## config.mk

```make
export PLATFORM = sky130hd
export DESIGN_NAME = mem_req_ctrl
export DESIGN_NICKNAME = d
export VERILOG_FILES = /design/src/rtl/mem_pkg.sv /design/src/rtl/req_fifo.sv /design/src/rtl/mem_req_ctrl.sv
export SDC_FILE = /design/constraint.sdc
export NUM_CORES = 1
export LEC_CHECK = 0
export CAP_MARGIN = 20
export CORE_AREA = 2 2 158 160
export DETAILED_ROUTE_END_ITERATION = 8
export DIE_AREA = 0 0 160 162
export GPL_TIMING_DRIVEN = 0
export PLACE_DENSITY = 0.62
export SYNTH_ARGS = -nofsm -noshare
export SYNTH_HDL_FRONTEND = slang
export SYNTH_SLANG_ARGS = --single-unit
```

## constraint.sdc

```tcl
create_clock -name clk -period 2.04 [get_ports clk]
set_clock_uncertainty 0.1 [all_clocks]
set_input_delay 0.408 -clock clk [delete_from_list [all_inputs] [get_ports clk]]
set_output_delay 0.408 -clock clk [all_outputs]
set_load 0.1 [all_outputs]
```

## src/rtl/mem_pkg.sv

```systemverilog
// mem_pkg: shared types and default widths for the memory
// request front-end (mem_req_ctrl and its request FIFO).
package mem_pkg;

  localparam int ADDR_W = 4;
  localparam int DATA_W = 32;

  typedef enum logic [1:0] {
    IDLE,
    ISSUE,
    RESP
  } mem_state_e;

  typedef struct packed {
    logic              wr;
    logic [ADDR_W-1:0] addr;
    logic [DATA_W-1:0] wdata;
  } mem_req_t;

endpackage

```

## src/rtl/req_fifo.sv

```systemverilog
// req_fifo: small synchronous FIFO of request bundles with
// full/empty flags and an occupancy count.
module req_fifo
  import mem_pkg::*;
#(
  parameter type T     = mem_req_t,
  parameter int  DEPTH = 4
) (
  input  logic                   clk,
  input  logic                   rst_n,
  input  logic                   push_i,
  input  T                       data_i,
  input  logic                   pop_i,
  output T                       data_o,
  output logic                   full_o,
  output logic                   empty_o,
  output logic [$clog2(DEPTH):0] count_o
);

  localparam int PW = $clog2(DEPTH);

  T              mem_q [DEPTH];
  logic [PW-1:0] wptr_q;
  logic [PW-1:0] rptr_q;
  logic [PW:0]   cnt_q;
  logic          do_push;
  logic          do_pop;

  assign full_o  = cnt_q == (PW+1)'(DEPTH);
  assign empty_o = cnt_q == '0;
  assign count_o = cnt_q;
  assign data_o  = mem_q[rptr_q];
  assign do_push = push_i && !full_o;
  assign do_pop  = pop_i && !empty_o;

  // Storage needs no reset; occupancy is tracked by cnt_q.
  always_ff @(posedge clk) begin
    if (do_push) mem_q[wptr_q] <= data_i;
  end

  always_ff @(posedge clk or negedge rst_n) begin
    if (!rst_n) begin
      wptr_q <= '0;
      rptr_q <= '0;
      cnt_q  <= '0;
    end else begin
      if (do_push) wptr_q <= wptr_q + 1'b1;
      if (do_pop)  rptr_q <= rptr_q + 1'b1;
      unique case ({do_push, do_pop})
        2'b10:   cnt_q <= cnt_q + 1'b1;
        2'b01:   cnt_q <= cnt_q - 1'b1;
        default: cnt_q <= cnt_q;
      endcase
    end
  end

endmodule

```

## src/rtl/mem_req_ctrl.sv

```systemverilog
// mem_req_ctrl: queues requests, issues one memory command at a
// time, and returns read data or a timeout abort.
module mem_req_ctrl
  import mem_pkg::*;
#(
  parameter int ADDR_WIDTH     = ADDR_W,
  parameter int DATA_WIDTH     = DATA_W,
  parameter int FIFO_DEPTH     = 4,
  parameter int TIMEOUT_CYCLES = 16
) (
  input  logic                  clk,
  input  logic                  reset,
  input  logic                  req_valid,
  output logic                  req_ready,
  input  logic                  req_wr,
  input  logic [ADDR_WIDTH-1:0] req_addr,
  input  logic [DATA_WIDTH-1:0] req_wdata,
  output logic                  rsp_valid,
  input  logic                  rsp_ready,
  output logic [DATA_WIDTH-1:0] rsp_rdata,
  output logic [ADDR_WIDTH-1:0] rsp_addr,
  output logic                  rsp_err,
  output logic                  mem_wr,
  output logic                  mem_rd,
  output logic [ADDR_WIDTH-1:0] mem_addr,
  output logic [DATA_WIDTH-1:0] mem_wdata,
  input  logic [DATA_WIDTH-1:0] mem_rdata,
  input  logic                  mem_response,
  output logic                  busy,
  output logic                  err_timeout
);

  localparam int TW = $clog2(TIMEOUT_CYCLES + 1);
  localparam logic [TW-1:0] TMO_LAST = TW'(TIMEOUT_CYCLES - 1);

  typedef struct packed {
    logic                  wr;
    logic [ADDR_WIDTH-1:0] addr;
    logic [DATA_WIDTH-1:0] wdata;
  } req_t;

  mem_state_e            state_q;
  logic [TW-1:0]         tmo_q;
  logic                  rdy_q;
  logic                  mem_wr_q;
  logic                  mem_rd_q;
  logic [ADDR_WIDTH-1:0] mem_addr_q;
  logic [DATA_WIDTH-1:0] mem_wdata_q;
  logic                  rsp_valid_q;
  logic [DATA_WIDTH-1:0] rsp_rdata_q;
  logic [ADDR_WIDTH-1:0] rsp_addr_q;
  logic                  rsp_err_q;
  logic                  err_tmo_q;

  req_t                        req_in;
  req_t                        head;
  logic                        full;
  logic                        empty;
  logic                        push;
  logic                        pop;
  logic [$clog2(FIFO_DEPTH):0] fifo_cnt;

  // rdy_q keeps req_ready low until the first edge after reset.
  assign req_ready = rdy_q && !full;
  assign push      = req_valid && req_ready;
  assign req_in    = {req_wr, req_addr, req_wdata};
  assign pop       = !empty &&
                     ((state_q == IDLE) ||
                      (state_q == RESP && rsp_ready));

  req_fifo #(
    .T     (req_t),
    .DEPTH (FIFO_DEPTH)
  ) u_fifo (
    .clk     (clk),
    .rst_n   (reset),
    .push_i  (push),
    .data_i  (req_in),
    .pop_i   (pop),
    .data_o  (head),
    .full_o  (full),
    .empty_o (empty),
    .count_o (fifo_cnt)
  );

  always_ff @(posedge clk or negedge reset) begin
    if (!reset) begin
      state_q     <= IDLE;
      tmo_q       <= '0;
      rdy_q       <= 1'b0;
      mem_wr_q    <= 1'b0;
      mem_rd_q    <= 1'b0;
      mem_addr_q  <= '0;
      mem_wdata_q <= '0;
      rsp_valid_q <= 1'b0;
      rsp_rdata_q <= '0;
      rsp_addr_q  <= '0;
      rsp_err_q   <= 1'b0;
      err_tmo_q   <= 1'b0;
    end else begin
      rdy_q <= 1'b1;
      unique case (state_q)
        IDLE: begin
          state_q <= IDLE;
        end
        ISSUE: begin
          if (mem_response || tmo_q == TMO_LAST) begin
            mem_wr_q    <= 1'b0;
            mem_rd_q    <= 1'b0;
            mem_addr_q  <= '0;
            mem_wdata_q <= '0;
            state_q     <= mem_wr_q ? IDLE : RESP;
            rsp_valid_q <= !mem_wr_q;
            rsp_addr_q  <= mem_wr_q ? '0 : mem_addr_q;
            rsp_rdata_q <= (mem_response && !mem_wr_q) ? mem_rdata : '0;
            rsp_err_q   <= !mem_response && !mem_wr_q;
            if (!mem_response) err_tmo_q <= 1'b1;
          end else begin
            tmo_q <= tmo_q + 1'b1;
          end
        end
        RESP: begin
          if (rsp_ready) begin
            rsp_valid_q <= 1'b0;
            rsp_rdata_q <= '0;
            rsp_addr_q  <= '0;
            rsp_err_q   <= 1'b0;
            state_q     <= IDLE;
          end
        end
        default: state_q <= IDLE;
      endcase
      // A pop from IDLE or from an accepted RESP starts the next command.
      if (pop) begin
        state_q     <= ISSUE;
        tmo_q       <= '0;
        mem_wr_q    <= head.wr;
        mem_rd_q    <= !head.wr;
        mem_addr_q  <= head.addr;
        mem_wdata_q <= head.wr ? head.wdata : '0;
      end
    end
  end

  assign mem_wr      = mem_wr_q;
  assign mem_rd      = mem_rd_q;
  assign mem_addr    = mem_addr_q;
  assign mem_wdata   = mem_wdata_q;
  assign rsp_valid   = rsp_valid_q;
  assign rsp_rdata   = rsp_rdata_q;
  assign rsp_addr    = rsp_addr_q;
  assign rsp_err     = rsp_err_q;
  assign err_timeout = err_tmo_q;
  assign busy        = (fifo_cnt != '0) || (state_q != IDLE);

endmodule

```

==> Word-level counts from Yosys, hierarchy flattened <==
Memories as Yosys holds them, arrays and structs flattened.
Index checks and enable logic that the tools add are counted.
{ "totals": {"ram_bits": 148, "elab_cells": 97, "out_inout_bits": 79, "ff_bits": 92, "in_bits": 74, "latchBits": 0, "romBits": 0, "memories": 1} }
{ "mem_list": {"columns": ["memory", "depth", "width", "read_ports", "rd_clocked_by_memory_dff", "write_ports", "line_no", "source"], "rows": [
  ["u_fifo.mem_q", 4, 37, 1, 0, 1, "req_fifo.sv:22", "T mem_q [DEPTH];"]
]} }
{ "classes": {"n_bitwise": 1, "mux": 35, "reduce_logical": 29, "div": 0, "mul": 0, "n_shift": 0, "n_lt_le_gt_ge": 0, "n_addsub": 5, "n_eq_ne": 11} }
{ "ops": {"columns": ["op", "count"], "rows": [
  ["32-bit two-way mux", 7],
  ["32-bit case mux with 2 select lines", 1],
  ["4-bit two-way mux", 6],
  ["5-bit two-way mux", 3],
  ["2-bit nonzero test", 5],
  ["1-bit two-way mux", 9],
  ["1-bit logical AND", 8],
  ["2-bit two-way mux", 4],
  ["4-bit case mux with 2 select lines", 1],
  ["3-bit by 2-bit != test with 1-bit output (second input constant)", 2],
  ["3-bit case mux with 2 select lines", 1],
  ["2-bit AND reduction", 3],
  ["3-bit AND reduction", 2],
  ["5-bit by 1-bit adder with 5-bit output (second input constant)", 1],
  ["5-bit by 4-bit equality test with 1-bit output (second input constant)", 1],
  ["1-bit zero test", 5],
  ["2-bit by 1-bit adder with 2-bit output (second input constant)", 2],
  ["2-bit by 1-bit equality test with 1-bit output (second input constant)", 2],
  ["2-bit equality test (second input constant)", 2],
  ["2-bit != test (second input constant)", 2],
  ["1-bit case mux with 2 select lines", 2],
  ["2-bit case mux with 2 select lines", 1],
  ["3-bit by 1-bit adder with 3-bit output (second input constant)", 1],
  ["3-bit equality test (second input constant)", 1],
  ["7 further kinds", 9]
]} }

==> Depth between registers and ports, before layout <==
Gate-level depths: netlist (run 1).
{ "logic_depth": {"word_depth": 7, "mapped_depth": 12, "ltp_nobuf": 9} }

==> Hierarchy <==
From an unflattened synthesis (run 1), not the netlist that was laid out.
{ "unflattened": {"cells_unflattened": 497, "area_unflattened_um2": 9220.1} }
{ "modules_own_cells": {"columns": ["module", "cells_each", "area_per_inst_um2", "seq_area_each_um2", "instances"], "rows": [
  ["req_fifo", 230, 5755.5, 4619.4, 1],
  ["mem_req_ctrl", 267, 3464.6, 2127.0, 1]
]} }

==> Worst setup path after synthesis (run 1) <==
Ideal clock, no wire load.
{ "synth_path": {"path_type": "flip-flop to flip-flop", "start": "register u_fifo.cnt_q[0], in the netlist u_fifo.count_o[0]", "end": "register u_fifo.cnt_q[2], in the netlist u_fifo.count_o[2]", "n_path_buf": 3, "arrival_ns": 2.017, "setup_ns": 0.122, "stages_incl_launch_ff": 13, "setup_slack_ns": -0.200, "path_cell_list": "dfrtp_1 -> or3_1 -> buf_2 -> nand3_2 -> buf_6 -> inv_2 -> buf_6 -> ha_1 -> inv_1 -> fa_1 -> xor2_1 -> nor2_1 -> xnor2_1"} }
{ "synth_via": {"elab_cells_between_ends": 15, "cone_classes": "add/sub: 2; eq/ne: 3; mux: 1; reduce/logical: 9"} }
{ "synth_lines": {"columns": ["item", "line_no", "source"], "rows": [
  ["start: declaration", "req_fifo.sv:25", "logic [PW:0] cnt_q;"],
  ["start signal: assignment", "req_fifo.sv:50", "2'b10: cnt_q <= cnt_q + 1'b1;"],
  ["start signal: assignment", "req_fifo.sv:51", "2'b01: cnt_q <= cnt_q - 1'b1;"],
  ["start signal: assignment", "req_fifo.sv:52", "default: cnt_q <= cnt_q;"],
  ["3-bit zero test (*)", "req_fifo.sv:30", "assign empty_o = cnt_q == '0;"],
  ["1-bit zero test (*)", "mem_req_ctrl.sv:67", "assign pop = !empty &&"],
  ["1-bit logical AND (*)", "mem_req_ctrl.sv:67", null],
  ["net pop", "mem_req_ctrl.sv:60", "logic pop;"],
  ["1-bit logical AND (*)", "req_fifo.sv:34", "assign do_pop = pop_i && !empty_o;"],
  ["2-bit by 1-bit equality test with 1-bit output / 2-bit equality test (equally long branches)", "req_fifo.sv:49", "unique case ({do_push, do_pop})"],
  ["3-bit case mux with 2 select lines / 2-bit nonzero test (equally long branches)", null, null]
]} }
The timed path passes the listed nets; every way through them passes the cells marked *.
A chain may end at the register's enable or synchronous reset.

==> Worst setup path in the final report (run 1) <==
{ "layout_path": {"start": "register u_fifo.cnt_q[1], in the netlist u_fifo.count_o[1]", "end": "output busy"} }
{ "layout_via": {"elab_chain_len": 2} }
{ "layout_rtl": {"columns": ["item", "line_no", "source"], "rows": [
  ["3-bit nonzero test", "mem_req_ctrl.sv:154", "assign busy = (fifo_cnt != '0) || (state_q != IDLE);"],
  ["1-bit logical OR", "mem_req_ctrl.sv:154", null],
  ["end: declaration", "mem_req_ctrl.sv:29", "output logic busy,"]
]} }
No other way between the ends.

==> results.toml, run 1 <==
[yosys]
synth_flop_cell = "edfxtp_1"
yosys.area_share.xor_xnor = 0.00640
avgSynthCellArea_um2 = 17.0
muxShareOfSynthArea = 0.161
synthTopCellsByArea = "edfxtp_1, dfrtp_1, mux4_2"
synth-simple-area-share = 0.0546
syn-cell-area_mm2 = 0.00958
synth-edff-count = 148
syn_inst = 564
yosys.cell_types.count = 45
synth_compound_area_frac = 0.0373
synth_top_area_frac = 0.464
yosysTopAreaCell = "edfxtp_1"
async_reset_ff_frac = 0.383
seq_area_frac_synth = 0.704
synth-seq-cells = 240
synth_top_family_by_area = "multiplexers"
synth_nets = 646
synthAdderAreaFrac = 0.0112
yosysWarnings = 0

[critical_path]
cp_slowest_cell = "or3_4"
cp_max_fo = 2
setup.worst_path.start = "u_fifo.count_o[1]"
worst_ep_arrival_time_ns = 1.88
worst_ep_required_time_ns = 1.53
crit_chain = "or3_4, or3_4, buf_12"
critPathMaxStageDelay_ns = 0.40
start_kind = "register"
cpMostUsedCell = "or3_4"
reg2reg_from = "u_fifo.count_o[1]"
critPathKind = "register to output pin"
critPathCaptureType = "output pin"

[clock_tree]
cts_buffers = 25
clockBufferDepth = 3
path_clk_slew_ns = 0.06
cts.htree.levels = 1
cts_root_buf = "clkbuf_16"
clock-sinks = 240
clk_latency_ns = 0.53
cts_tree = "yes"

[final_layout]
fin_util = 0.539
fin_nets = 851
syn_to_final_growth_pct = 35.5
final_common_cell = "edfxtp_1"
final_cells = 1112
final_cell_mix = "edfxtp_1, dfrtp_1, clkdlybuf4s50_1"
multi_input_area_mm2 = 0.00280
drive_gt1_frac = 0.331
seqCellArea_mm2 = 0.00675
nFillCells = 1994
design_area_mm2 = 0.0130
diodes = 0

[run_status]
status = "finished, violations left"
failed_checks = "negative setup slack"

[timing]
worst_slack_ns = -0.349
fin_crit_ns = 2.39
rsz0062_at_grt = "yes"
setup_violations = 8
fmax_mhz = 419
hold_viol_final = 0
fin_tns_setup_ns = -1.08
slew_violations = 0
slew_headroom = 0.523
whs_ns = 0.372
finalCritPeriodShare = 1.17
worst_pin_slew_ns = 0.715

[place]
post-place-cells = 1041
dp_hpwl_um = 13600
place_ws_ns = -0.850
routabilityCongestion = 0.797
portBuffers = 152
placed_area_mm2 = 0.0116

[floorplanning]
top_level_ports = 153
initial_core_util = 0.397
die_x_um = 160
core-area_mm2 = 0.0241
die_h_um = 162
fp-row-count = 57
die-area_mm2 = 0.0259

[route]
totalWireLength_um = 22200
first_pass_iters = 6
drc = 0
num_vias = 5715
viasPerCell = 5.14
drt_iter0_markers = 372
wl_per_cell_um = 20.0
final_antenna_net_count = 0

[power_and_ir_drop]
sw_frac_of_total = 0.440
p_per_area_mw_per_mm2 = 1720
power.total_mw = 22.4
vdd_drop_max_v = 0.000965
p_switching_mw = 9.84
seqPwrFrac = 0.305
power_leakage_nw = 5.09
internal_power_mw = 12.5
p_comb_frac = 0.498
p_clk_frac = 0.197

[global_routing]
antenna_found_initial = 0
grt_pass1_vias = 6326
grt_max_degree = 52
grt_usage = 0.173
grt_pass1_wl_um = 35100
overflow = 0

[hold_path]
hp-class = "input pin to async pin"

[job]
maxCapViolCount = 0
-- power by group through the flow --
| stage | clock (mW) | combinational [mW] | sequential, mW |
|---|---|---|---|
| after global routing | 4.69 | 11.7 | 6.92 |
| final | 4.41 | 11.1 | 6.81 |
| after detailed placement | 0 | 10.5 | 6.89 |
| after floorplan | 0 | 3.73 | 11.0 |
| after global placement | 0 | 10.3 | 6.83 |
| after CTS | 4.50 | 11.2 | 6.80 |
-- synth_stat cells (4+ instances only) --
cell type / instances
a22o_1: 5
and2_1: 4
and3_1: 33
buf_2: 6
buf_4: 4
buf_6: 5
clkbuf_1: 19
dfrtp_1: 92
edfxtp_1: 148
ha_1: 7
inv_1: 12
mux2_2: 31
mux2i_1: 34
mux4_2: 37
nand2_1: 35
nand4_1: 6
o21ai_0: 40
o21ai_1: 5
or3_1: 4
xnor2_1: 6
-- worst paths after layout --
check / depth (start not counted) / slack [ns] / end
hold reg to reg: 1 / 0.38 / rsp_valid
hold / removal: 2 / 0.37 / mem_wdata[8]
min in group clk: 1 / 0.38 / rsp_valid
max in group asynchronous: 3 / 0.79 / mem_wdata[15]
setup / recovery: 3 / -0.35 / busy
setup reg to reg: 10 / -0.21 / u_fifo.count_o[1]
-- area by class of cell --
cell class	count	share of cell area
repair buffers	183	0.151
inverters	13	0.00414
multi-input cells	277	0.216
plain buffers	29	0.0164
clock buffers	30	0.0512
flip-flops and latches	240	0.520
well taps	324	0.0312
clock inverters	16	0.0108
-- sequential cells by signal, summed over array words and instances (netlist names), 2 cells and up --
signal / cells
u_fifo.wptr_q: 2
tmo_q: 5
mem_wdata: 32
state_q: 2
u_fifo.count_o: 3
rsp_addr: 4
u_fifo.mem_q: 148
rsp_rdata: 32
mem_addr: 4
u_fifo.rptr_q: 2
-- critical path: cells and delay by family, from the launching register on --
family / cells / cell delay [ns]
buffers and inverters: 1 / 0.18
AND/OR/NAND/NOR: 2 / 0.80
flip-flops: 1 / 0.39
-- kinds of logic after synthesis --
kind of cell,after synthesis
buffers and inverters,47
AND/OR/NAND/NOR,96
adder cells (fa/ha/maj),8
XOR/XNOR,7
multiplexers,104
other,1
AO/OA/AOI/OAI,61
flip-flops,240
-- layer usage --
layer	track usage	wire, µm	up-vias
li1	-	-	2567
met1	0.220	9410	2923
met2	0.305	10900	192
met3	0.0335	1350	33
met4	0.0479	485	0
met5	0	0	-
-- timing repair --
action / 4_1_cts / 5_1_grt
gates resized for setup: 315 / 30
hold endpoints to repair: 50 / 0
setup buffers: 21 / 12
pin swaps: 5 / 11
endpoints found under the setup margin: 313 / 221
hold buffers: 1 / 0
cloned: 3 / 0
Note: power is estimated with default switching activity, not from simulation.
==> run 2, diff against run 1 <==
- PLACE_DENSITY: 0.62 -> 0.6
- clock period: 2.04 -> 2.5 ns (I/O delays scaled with it)
==> run 2 against run 1 <==
Effect of this change: the flow still finishes with violations (negative setup slack); critical endpoint unchanged; critical path type unchanged; cell count decreased by 1.1%; first-iteration DRC count decreased by 5.1%; combinational power decreased by 26%.
==> results.toml, run 2 (synthesized netlist as in run 1, its figures left out) <==
[run_status]
status = "finished, violations left"
failed_checks = "negative setup slack"

[route]
num_vias = 5531
wl_per_cell_um = 19.1
totalWireLength_um = 21000
drt_iter0_markers = 353
first_pass_iters = 4
final_antenna_net_count = 0
drc = 0
viasPerCell = 5.03

[clock_tree]
cts_tree = "yes"
clk_latency_ns = 0.54
clock-sinks = 240
cts_root_buf = "clkbuf_16"
cts_buffers = 26
path_clk_slew_ns = 0.06
cts.htree.levels = 1
clockBufferDepth = 3

[critical_path]
setup.worst_path.start = "u_fifo.count_o[1]"
critPathCaptureType = "output pin"
reg2reg_from = "u_fifo.count_o[1]"
cp_max_fo = 7
start_kind = "register"
critPathKind = "register to output pin"
worst_ep_arrival_time_ns = 1.97
worst_ep_required_time_ns = 1.90

[final_layout]
drive_gt1_frac = 0.200
largest_reg_flops = 148
fin_nets = 837
final_common_cell = "edfxtp_1"
fin_util = 0.520
final_cell_mix = "edfxtp_1, dfrtp_1, dlygate4sd2_1"
final_cells = 1100
nFillCells = 2027
syn_to_final_growth_pct = 30.8
regMostFlops = "u_fifo.mem_q"

[floorplanning]
initial_core_util = 0.397
die-area_mm2 = 0.0259
top_level_ports = 153
die_x_um = 160
die_h_um = 162
core-area_mm2 = 0.0241
fp-row-count = 57

[timing]
fin_tns_setup_ns = -0.0675
slew_headroom = 0.317
worst_slack_ns = -0.0675
fmax_mhz = 389
rsz0062_at_grt = "yes"
worst_pin_slew_ns = 1.03
setup_violations = 1
slew_violations = 0
hold_viol_final = 0
fin_crit_ns = 2.57
finalCritPeriodShare = 1.03

[place]
post-place-cells = 1045
dp_hpwl_um = 14100
portBuffers = 152
routabilityCongestion = 0.784

[global_routing]
grt_usage = 0.164
grt_max_degree = 65
grt_pass1_vias = 5875
overflow = 0
grt_pass1_wl_um = 33200
antenna_found_initial = 1

[job]
maxCapViolCount = 0

[power_and_ir_drop]
power_leakage_nw = 5.18
vdd_drop_max_v = 0.000884
p_per_area_mw_per_mm2 = 1420

[hold_path]
hp-class = "input pin to async pin"
-- run 2: final timing paths --
path | end | slack (ns) | cells past startpoint
min in group clk | err_timeout | 0.38 | 1
max reg2reg | u_fifo.count_o[2] | 0.11 | 12
min | u_fifo.count_o[0] | 0.37 | 2
min reg2reg | err_timeout | 0.38 | 1
max in group asynchronous | mem_wdata[10] | 1.28 | 3
max | busy | -0.07 | 4
-- run 2: critical path, cell delays in order (launching register included) --
cell and delay (ns):
dfrtp_1 0.38, or3_4 0.39, buf_6 0.14, or3_4 0.35, buf_12 0.17
-- run 2: timing repair --
action | 4_1_cts | 5_1_grt
endpoints found under the hold margin | 28 | 0
gates resized for setup | 91 | 13
pin swaps | 1 | 0
setup buffers | 2 | 3
setup endpoints to repair | 120 | 9
hold buffers | 1 | 0
-- run 2: per-layer routing --
metal | share of wire | global-route usage | vias up
met5 | 0 | 0 | -
met4 | 0.018 | 0.0332 | 0
met3 | 0.064 | 0.0373 | 29
met2 | 0.48 | 0.280 | 163
met1 | 0.44 | 0.217 | 2804
li1 | - | - | 2535
-- run 2: power by group --
part           switching (mW)  total (mW)  internal (mW)
clock network            1.55        4.00           2.46
logic                    5.86        8.25           2.38
registers               0.399        5.49           5.09
total                    7.81        17.7           9.93
-- run 2: area by class of cell --
| class | instances | area (µm²) | share of cell area |
|---|---|---|---|
| Clock buffer | 29 | 672 | 0.0536 |
| Clock inverter | 19 | 240 | 0.0192 |
| Inverter | 13 | 48.8 | 0.00389 |
| Antenna cell | 1 | 2.50 | 0.000200 |
| Timing Repair Buffer | 163 | 1590 | 0.127 |
| Sequential cell | 240 | 6750 | 0.538 |
| Buffer | 34 | 199 | 0.0159 |
| Multi-Input combinational cell | 277 | 2630 | 0.210 |
| Tap cell | 324 | 405 | 0.0324 |
-- run 2: stage by stage --
stage / setup slack, ns / power [mW] / instance area (µm²) / hold slack [ns]
4_1_cts: -0.191 / 17.9 / 12500 / 0.363
5_1_grt: -0.126 / 18.6 / 12500 / 0.394
3_5_place_dp: -0.532 / 14.2 / 11600 / 0.371
2_1_floorplan: 0.260 / 11.9 / 9580 / 0.104
6_report: -0.0675 / 17.7 / 12500 / 0.365
3_3_place_gp: -2.75 / 13.9 / 11500 / 0.365
==> run 3, diff against run 2 <==
- CTS_CLUSTER_SIZE: not set -> 14
==> results of run 3 <==
Final layout, timing and power as in run 2 (identical DEF).
